File: src/rtl/shift_serializer_if.sv
// Word handshake and serial-output bundle between an upstream word source and
// shift_serializer; master is the source side, slave is the serializer.
interface shift_serializer_if #(
    parameter int WIDTH = 4
);
    logic [WIDTH-1:0] data_i;
    logic             data_valid_i;
    logic             ready_o;
    logic             x_o;
    logic             bit_valid_o;
    logic             word_last_o;
    logic             busy_o;

    modport master (
        output data_i, data_valid_i,
        input  ready_o, x_o, bit_valid_o, word_last_o, busy_o
    );

    modport slave (
        input  data_i, data_valid_i,
        output ready_o, x_o, bit_valid_o, word_last_o, busy_o
    );
endinterface

File: src/rtl/shift_serializer.sv
// Parallel-to-serial stage: accepts WIDTH-bit words over valid/ready and emits
// one bit per clock on x_o, with an optional forced idle gap after each word.
module shift_serializer #(
    parameter int WIDTH      = 4,
    parameter bit MSB_FIRST  = 1'b1,
    parameter int GAP_CYCLES = 0
) (
    input  logic              clk,
    input  logic              reset,
    shift_serializer_if.slave bus
);
    localparam int CW = $clog2(WIDTH);
    localparam int GW = ($clog2(GAP_CYCLES + 1) > 1) ? $clog2(GAP_CYCLES + 1) : 1;
    localparam bit HAS_GAP = (GAP_CYCLES > 0);
    localparam logic [CW-1:0] BIT_LOAD = CW'(WIDTH - 1);
    localparam logic [GW-1:0] GAP_LOAD = GW'((GAP_CYCLES > 0) ? (GAP_CYCLES - 1) : 0);

    typedef enum logic [1:0] {
        S_IDLE  = 2'd0,
        S_SHIFT = 2'd1,
        S_GAP   = 2'd2
    } state_e;

    state_e           state_q, state_d;
    logic [WIDTH-1:0] shreg_q, shreg_d;
    logic [CW-1:0]    bit_cnt_q, bit_cnt_d;
    logic [GW-1:0]    gap_cnt_q, gap_cnt_d;

    logic last_bit_s;
    logic ready_s;
    logic accept_s;
    logic out_bit_s;
    logic [WIDTH-1:0] shifted_s;

    // Output decode from registered state; reset forces every output low at once.
    always_comb begin
        last_bit_s = (state_q == S_SHIFT) && (bit_cnt_q == '0);
        ready_s    = !reset && ((state_q == S_IDLE) || (last_bit_s && !HAS_GAP));
        accept_s   = bus.data_valid_i && ready_s;
        if (MSB_FIRST) begin
            out_bit_s = shreg_q[WIDTH-1];
            shifted_s = {shreg_q[WIDTH-2:0], 1'b0};
        end else begin
            out_bit_s = shreg_q[0];
            shifted_s = {1'b0, shreg_q[WIDTH-1:1]};
        end
    end

    assign bus.ready_o     = ready_s;
    assign bus.x_o         = !reset && (state_q == S_SHIFT) && out_bit_s;
    assign bus.bit_valid_o = !reset && (state_q == S_SHIFT);
    assign bus.word_last_o = !reset && last_bit_s;
    assign bus.busy_o      = !reset && (state_q != S_IDLE);

    // Next-state logic: a last-bit accept reloads in place so words run back to back.
    always_comb begin
        state_d   = state_q;
        shreg_d   = shreg_q;
        bit_cnt_d = bit_cnt_q;
        gap_cnt_d = gap_cnt_q;
        case (state_q)
            S_IDLE: begin
                if (accept_s) begin
                    shreg_d   = bus.data_i;
                    bit_cnt_d = BIT_LOAD;
                    state_d   = S_SHIFT;
                end else begin
                    state_d   = S_IDLE;
                end
            end
            S_SHIFT: begin
                shreg_d = shifted_s;
                if (bit_cnt_q != '0) begin
                    bit_cnt_d = bit_cnt_q - CW'(1);
                end else if (accept_s) begin
                    shreg_d   = bus.data_i;
                    bit_cnt_d = BIT_LOAD;
                end else if (HAS_GAP) begin
                    gap_cnt_d = GAP_LOAD;
                    state_d   = S_GAP;
                end else begin
                    state_d   = S_IDLE;
                end
            end
            S_GAP: begin
                if (gap_cnt_q == '0) begin
                    state_d   = S_IDLE;
                end else begin
                    gap_cnt_d = gap_cnt_q - GW'(1);
                end
            end
            default: begin
                state_d = S_IDLE;
            end
        endcase
    end

    // State registers with synchronous reset.
    always_ff @(posedge clk) begin
        if (reset) begin
            state_q   <= S_IDLE;
            shreg_q   <= '0;
            bit_cnt_q <= '0;
            gap_cnt_q <= '0;
        end else begin
            state_q   <= state_d;
            shreg_q   <= shreg_d;
            bit_cnt_q <= bit_cnt_d;
            gap_cnt_q <= gap_cnt_d;
        end
    end
endmodule
File: src/flat_wrapper.sv
// flat-port wrapper written by rule: the top's interface ports become plain ports
module shift_serializer_flat 
#(
    parameter int WIDTH      = 4,
    parameter bit MSB_FIRST  = 1'b1,
    parameter int GAP_CYCLES = 0
)
  (clk, reset, bus_data_i, bus_data_valid_i, bus_ready_o, bus_x_o, bus_bit_valid_o, bus_word_last_o, bus_busy_o);
  shift_serializer_if #(.WIDTH(WIDTH)) bus_i ();
  input  logic clk;
  input  logic reset;
  input wire logic [$bits(bus_i.data_i)-1:0] bus_data_i;
  input wire logic [$bits(bus_i.data_valid_i)-1:0] bus_data_valid_i;
  output wire logic [$bits(bus_i.ready_o)-1:0] bus_ready_o;
  output wire logic [$bits(bus_i.x_o)-1:0] bus_x_o;
  output wire logic [$bits(bus_i.bit_valid_o)-1:0] bus_bit_valid_o;
  output wire logic [$bits(bus_i.word_last_o)-1:0] bus_word_last_o;
  output wire logic [$bits(bus_i.busy_o)-1:0] bus_busy_o;
  assign bus_i.data_i = bus_data_i;
  assign bus_i.data_valid_i = bus_data_valid_i;
  assign bus_ready_o = bus_i.ready_o;
  assign bus_x_o = bus_i.x_o;
  assign bus_bit_valid_o = bus_i.bit_valid_o;
  assign bus_word_last_o = bus_i.word_last_o;
  assign bus_busy_o = bus_i.busy_o;
  shift_serializer #(.WIDTH(WIDTH), .MSB_FIRST(MSB_FIRST), .GAP_CYCLES(GAP_CYCLES)) u_core (.clk(clk), .reset(reset), .bus(bus_i));
endmodule
File: config.mk
export PLATFORM = sky130hd
export DESIGN_NAME = shift_serializer_flat
export DESIGN_NICKNAME = d
export VERILOG_FILES = /design/src/rtl/shift_serializer_if.sv /design/src/rtl/shift_serializer.sv /design/src/flat_wrapper.sv
export SDC_FILE = /design/constraint.sdc
export NUM_CORES = 1
export LEC_CHECK = 0
export CAP_MARGIN = 15
export CELL_PAD_IN_SITES_DETAIL_PLACEMENT = 1
export CELL_PAD_IN_SITES_GLOBAL_PLACEMENT = 1
export CORE_AREA = 5 5 42 44
export CTS_BUF_LIST = sky130_fd_sc_hd__clkbuf_2
export DETAILED_ROUTE_END_ITERATION = 8
export DIE_AREA = 0 0 47 49
export GPL_ROUTABILITY_DRIVEN = 0
export HOLD_SLACK_MARGIN = 0.12
export PLACE_DENSITY = 0.76
export SYNTH_ARGS = -nofsm -noshare
export SYNTH_HDL_FRONTEND = slang
export SYNTH_SLANG_ARGS = --single-unit
File: constraint.sdc
create_clock -name clk -period 1.7 [get_ports clk]
set_input_delay 0.34 -clock clk [delete_from_list [all_inputs] [get_ports clk]]
set_output_delay 0.34 -clock clk [all_outputs]
set_load 0.005 [all_outputs]
==> After elaboration in Yosys (flattened, before gate mapping) <==
Cells that the tools add are included.
{ "classes": {"add_sub_neg": 2, "multipliers": 0, "div": 0, "magnitude_cmp": 0, "n_eq_ne": 6, "shifts": 0, "muxes": 13, "n_bitwise": 0, "n_reduce_logical": 16} }
{ "op_table": {"columns": ["cell", "n"], "rows": [
  ["$mux W4", 3],
  ["$mux W2", 5],
  ["$pmux W4 S2", 1],
  ["$logic_and A1 B1 Y1", 7],
  ["$ne A2 B2 Y1 const B", 3],
  ["$pmux W2 S3", 1],
  ["$reduce_bool A2 Y1", 3],
  ["$logic_not A2 Y1", 2],
  ["$pmux W2 S2", 1],
  ["$reduce_and A3 Y1", 1],
  ["$eq A2 B1 Y1 const B", 1],
  ["$eq A2 B2 Y1 const B", 1],
  ["$mux W1", 2],
  ["$ne A2 B1 Y1 const B", 1],
  ["$reduce_and A2 Y1", 1],
  ["$sub A2 B1 Y2 const B", 1],
  ["$logic_not A1 Y1", 1],
  ["$logic_or A1 B1 Y1", 1],
  ["$sub A1 B1 Y1 const B", 1]
]} }
{ "totals": {"regBits": 9, "latchBits": 0, "ram_bits": 0, "romBits": 0, "in_bits": 7, "output_inout_bits": 5, "elab_cells": 41, "memories": 0} }

==> Logic depth before layout (Yosys ltp) <==
{ "logic_depth": {"depth_word": 8, "ltp_mapped": 4, "ltp_nobuf": 3} }

==> Least setup slack after synthesis <==
Ideal clock, no wire load.
{ "synth_timing": {"path_type": "input-to-output", "start": "in reset", "end": "out bus_word_last_o", "arrival_ns": 0.946, "required_ns": 1.360, "setup_slack_ns": 0.414, "cell_stages": 3, "n_path_buf": 1, "cell_sequence": "buf_2 and2b_1 nor3b_1"} }
{ "synth_between": {"elab_chain_len": 2} }
{ "synth_rtl": {"columns": ["element", "line", "text"], "rows": [
  ["from (decl)", "flat_wrapper.sv:11", "input logic reset;"],
  ["$logic_not A1 Y1", "shift_serializer.sv:52", "assign bus.word_last_o = !reset && last_bit_s;"],
  ["$logic_and A1 B1 Y1", "shift_serializer.sv:52", null],
  ["to (decl)", "flat_wrapper.sv:17", "output wire logic [$bits(bus_i.word_last_o)-1:0] bus_word_last_o;"]
]} }
No other way between the ends.

==> Worst setup path after layout <==
{ "layout_timing": {"start": "reg u_core.bit_cnt_q[1]", "end": "out bus_ready_o"} }
{ "layout_between": {"elab_chain_len": 4} }
{ "layout_rtl": {"columns": ["element", "line", "text"], "rows": [
  ["from (decl)", "shift_serializer.sv:26", "logic [CW-1:0] bit_cnt_q, bit_cnt_d;"],
  ["from (signal assigned)", "shift_serializer.sv:108", "bit_cnt_q <= bit_cnt_d;"],
  ["$logic_not A2 Y1", "shift_serializer.sv:37", "last_bit_s = (state_q == S_SHIFT) && (bit_cnt_q == '0);"],
  ["$logic_and A1 B1 Y1", "shift_serializer.sv:37", null],
  ["$logic_or A1 B1 Y1", "shift_serializer.sv:38", "ready_s = !reset && ((state_q == S_IDLE) || (last_bit_s && !HAS_GAP));"],
  ["$logic_and A1 B1 Y1", "shift_serializer.sv:38", null],
  ["to (decl)", "flat_wrapper.sv:14", "output wire logic [$bits(bus_i.ready_o)-1:0] bus_ready_o;"]
]} }
No other way between the ends.

==> flow_summary.yaml <==
status:
  outcome: "completed"
die:
  coreArea_sq_um: 1401
  ios: 12
  die_w_microns: 47
  standard_cell_row_count: 14
  floorplan.die_area_sq_um: 2303
  initial_utilization_pct: 25.09
  fp.dieH_microns: 49
yosys:
  synthesis.area_sq_um: 351.6
  post_synth_edffs: 0
  post_synthesis_area_per_instance_sq_um: 9.015
  async_reset_ff_share_pct: 0
  sequential_area_share_after_synthesis_pct: 39.86
  synth_adder_area_share_pct: 0
  ys_ff_latch: 7
  ys_top_cells_by_area: "sky130_fd_sc_hd__dfxtp_1, sky130_fd_sc_hd__a211oi_1, sky130_fd_sc_hd__a221oi_1"
  synthDistinctLibCells: 19
  xor_xnor_fraction_of_synth_area_pct: 2.491
  yosys.area_share.simple_pct: 19.57
  synthMostInstantiatedCell: "sky130_fd_sc_hd__dfxtp_1"
  synth_top_flop_cell: "sky130_fd_sc_hd__dfxtp_1"
  dominant_combinational_cell_family_by_area_after_synthesis: "compound AO/OA/AOI/OAI gates"
  post_synthesis_cells: 39
  synth.largest_area_cell: "sky130_fd_sc_hd__dfxtp_1"
  synth_top_area_share_pct: 39.86
  synth_common_cells: "sky130_fd_sc_hd__dfxtp_1, sky130_fd_sc_hd__a211oi_1, sky130_fd_sc_hd__inv_1, sky130_fd_sc_hd__a221oi_1, sky130_fd_sc_hd__nor2b_1"
  synth_compound_area_share_pct: 26.69
  yosysWarnings: 0
  synthesis.nets: 46
  synth.area.mux_share_pct: 0
worst_setup_path:
  critPathLaunchType: "register"
  reg2regPathDepth: 3
  reg2reg_to: "u_core.shreg_q[0]"
  timing.critical_path.to_type: "output pin"
  crit-reg2reg-launch: "u_core.bit_cnt_q[1]"
  cp_max_fo: 6
  worst-r2r-setup-slack_ns: 0.59
  worstPathArrival_ns: 1.28
  critPathKind: "register to output pin"
  critical_path_required_ns: 1.36
detailed_routing:
  via_per_inst: 4.971
  dr.first_iter.drc_count: 17
  route.vias.total: 348
  drt_drc_violations_left: 0
  avgRoutedWirePerCell_microns: 12.44
  antenna_left: 0
  drt_pass_1_iters: 5
  detail_route.wirelength_microns: 871
sta:
  tightestPinTransition_ns: 0.2957
  fmaxAchievable_mhz: 616.1
  finalSetupTns_ns: 0
  max_slew_margin_pct: 80.22
  whs_ns: 0.5455
  fin_crit_sh_pct: 95.48
  rsz0062_at_grt: "false"
  final.setup_skew_ns: 0.0001967
  timing_max_transition_violations_final: 0
  min_period_ns: 1.623
  fin_worst_setup_slack_ns: 0.07676
  finalSetupViolCount: 0
  report.final.hold_viol_count: 0
global_route:
  grt_start_max_net_pins: 11
  first_global_vias: 337
  track_usage_pct: 7.887
  antenna_found_initial: 0
  global_route_wire_length_before_repair_mm: 1.352
  global_route.overflow_total: 0
clock_tree:
  clock_latency_at_the_later_pin_of_the_worst_skew_pair_ns: 0.23
  clockBufferDepth: 2
  tritoncts: "yes"
  postCtsSetupRepairBufs: 0
  htree_num_levels: 1
  tritoncts_sinks: 7
  clock_transition_at_the_registers_of_the_reported_paths_ns: 0.08
  cts_made_buffers: 3
  root_buffer: "sky130_fd_sc_hd__clkbuf_2"
layout:
  seq_area_sq_um: 140.1
  antenna_cells_inserted: 0
  n_fill_cell: 182
  multi_input_comb_area_sq_um: 178.9
  finalNetCount: 62
  fin_cells: 70
  post_route_cells_drive_above_1_share_pct: 22.22
  layout-area-overhead-vs-synth_pct: 46.26
placement:
  io_buffer_count: 11
  post-dp-hpwl_microns: 648.9
  dp_slack_ns: -0.3463
  placed_cells_incl_taps: 66
hold_path:
  worstHoldPathType: "primary input to register"
  holdPathEnd: "u_core.state_q[0]"
  hold_path_cell_cnt: 3
  min_from: "reset"
power_and_ir_drop:
  power_density_nw_per_um2: 781.4
  p_leak_nw: 0.2378
  peakVddDrop_v: 0.0002480
flow_run:
  maxCapViolations: 0
[cells in the final DEF (no fill, tap or decap), types with 3 or more instances in the layout]
cell type,instances
sky130_fd_sc_hd__nor2b_1,3
sky130_fd_sc_hd__buf_4,3
sky130_fd_sc_hd__clkbuf_2,4
sky130_fd_sc_hd__clkdlybuf4s50_1,5
sky130_fd_sc_hd__dfxtp_1,7
sky130_fd_sc_hd__inv_1,5
sky130_fd_sc_hd__a211oi_1,6
sky130_fd_sc_hd__dlygate4sd2_1,6
sky130_fd_sc_hd__a221oi_1,3
[cell type report]
class                           instances  share of cell area, %
Clock buffer                            4                  3.893
Inverter                                5                  3.650
Multi-Input combinational cell         23                  34.79
Sequential cell                         7                  27.25
Tap cell                               16                  3.893
Timing Repair Buffer                   15                  26.52
[flip-flops by register name (all words and copies together), names as in the netlist]
| name | count |
|---|---|
| u_core.bit_cnt_q | 2 |
| u_core.state_q | 1 |
| u_core.shreg_q | 4 |
[logic make-up (layout without fill, tap and decap cells)]
group	after synthesis	after routing
AND/OR/NAND/NOR	10	10
XOR/XNOR	1	1
buffers and inverters	9	24
flip-flops	7	7
AO/OA/AOI/OAI	12	12
[worst max-delay path by stage]
stage / cells after the start / slack, ns / to / startpoint
global placement: 4 / -0.34 / bus_word_last_o / reset
detailed placement: 4 / -0.35 / bus_word_last_o / reset
global route: 3 / 0.02 / bus_ready_o / u_core.bit_cnt_q[1]
CTS: 3 / 0.04 / bus_ready_o / u_core.bit_cnt_q[1]
finish: 3 / 0.08 / bus_ready_o / u_core.bit_cnt_q[1]
floorplan: 3 / 0.41 / bus_word_last_o / reset
[stage by stage]
stage	util (%)	power, mW	instance area (sq um)
global route	36.70	0.4177	514.2
floorplan	-	0.2378	351.6
CTS	36.16	0.4032	506.7
detailed placement	35.00	0.2795	490.5
finish	36.70	0.4018	514.2
global placement	35.00	0.2764	490.5
[critical path, stage by stage (launching register included)]
cell                            delay [ns]
sky130_fd_sc_hd__dfxtp_1              0.48
sky130_fd_sc_hd__o21ai_4              0.11
sky130_fd_sc_hd__and2_2               0.20
sky130_fd_sc_hd__dlygate4sd2_1        0.26
[power by group]
part	switching [mW]	total, mW	internal (mW)	leakage [nW]
Combinational	0.0349	0.0834	0.0485	0.163
Clock	0.0653	0.128	0.0626	0.0166
Sequential	0.0128	0.191	0.178	0.0582
[layer usage]
metal  part of all wire (%)  routed length (microns)  GRT usage (%)  vias to the layer above
met5                      0                        0              0                        -
met4                    2.1                       18          4.147                        0
met3                    9.9                       86          2.952                        3
met2                     49                      424          12.44                       16
met1                     39                      342          8.791                      163
li1                       -                        -              -                      166
[timing repair]
action                                  CTS  global route
gates cloned                              0             0
hold buffers                              0             0
resized for setup                         7             1
endpoints found under the setup margin    5             1
Note: power is estimated with default switching activity, not from simulation.
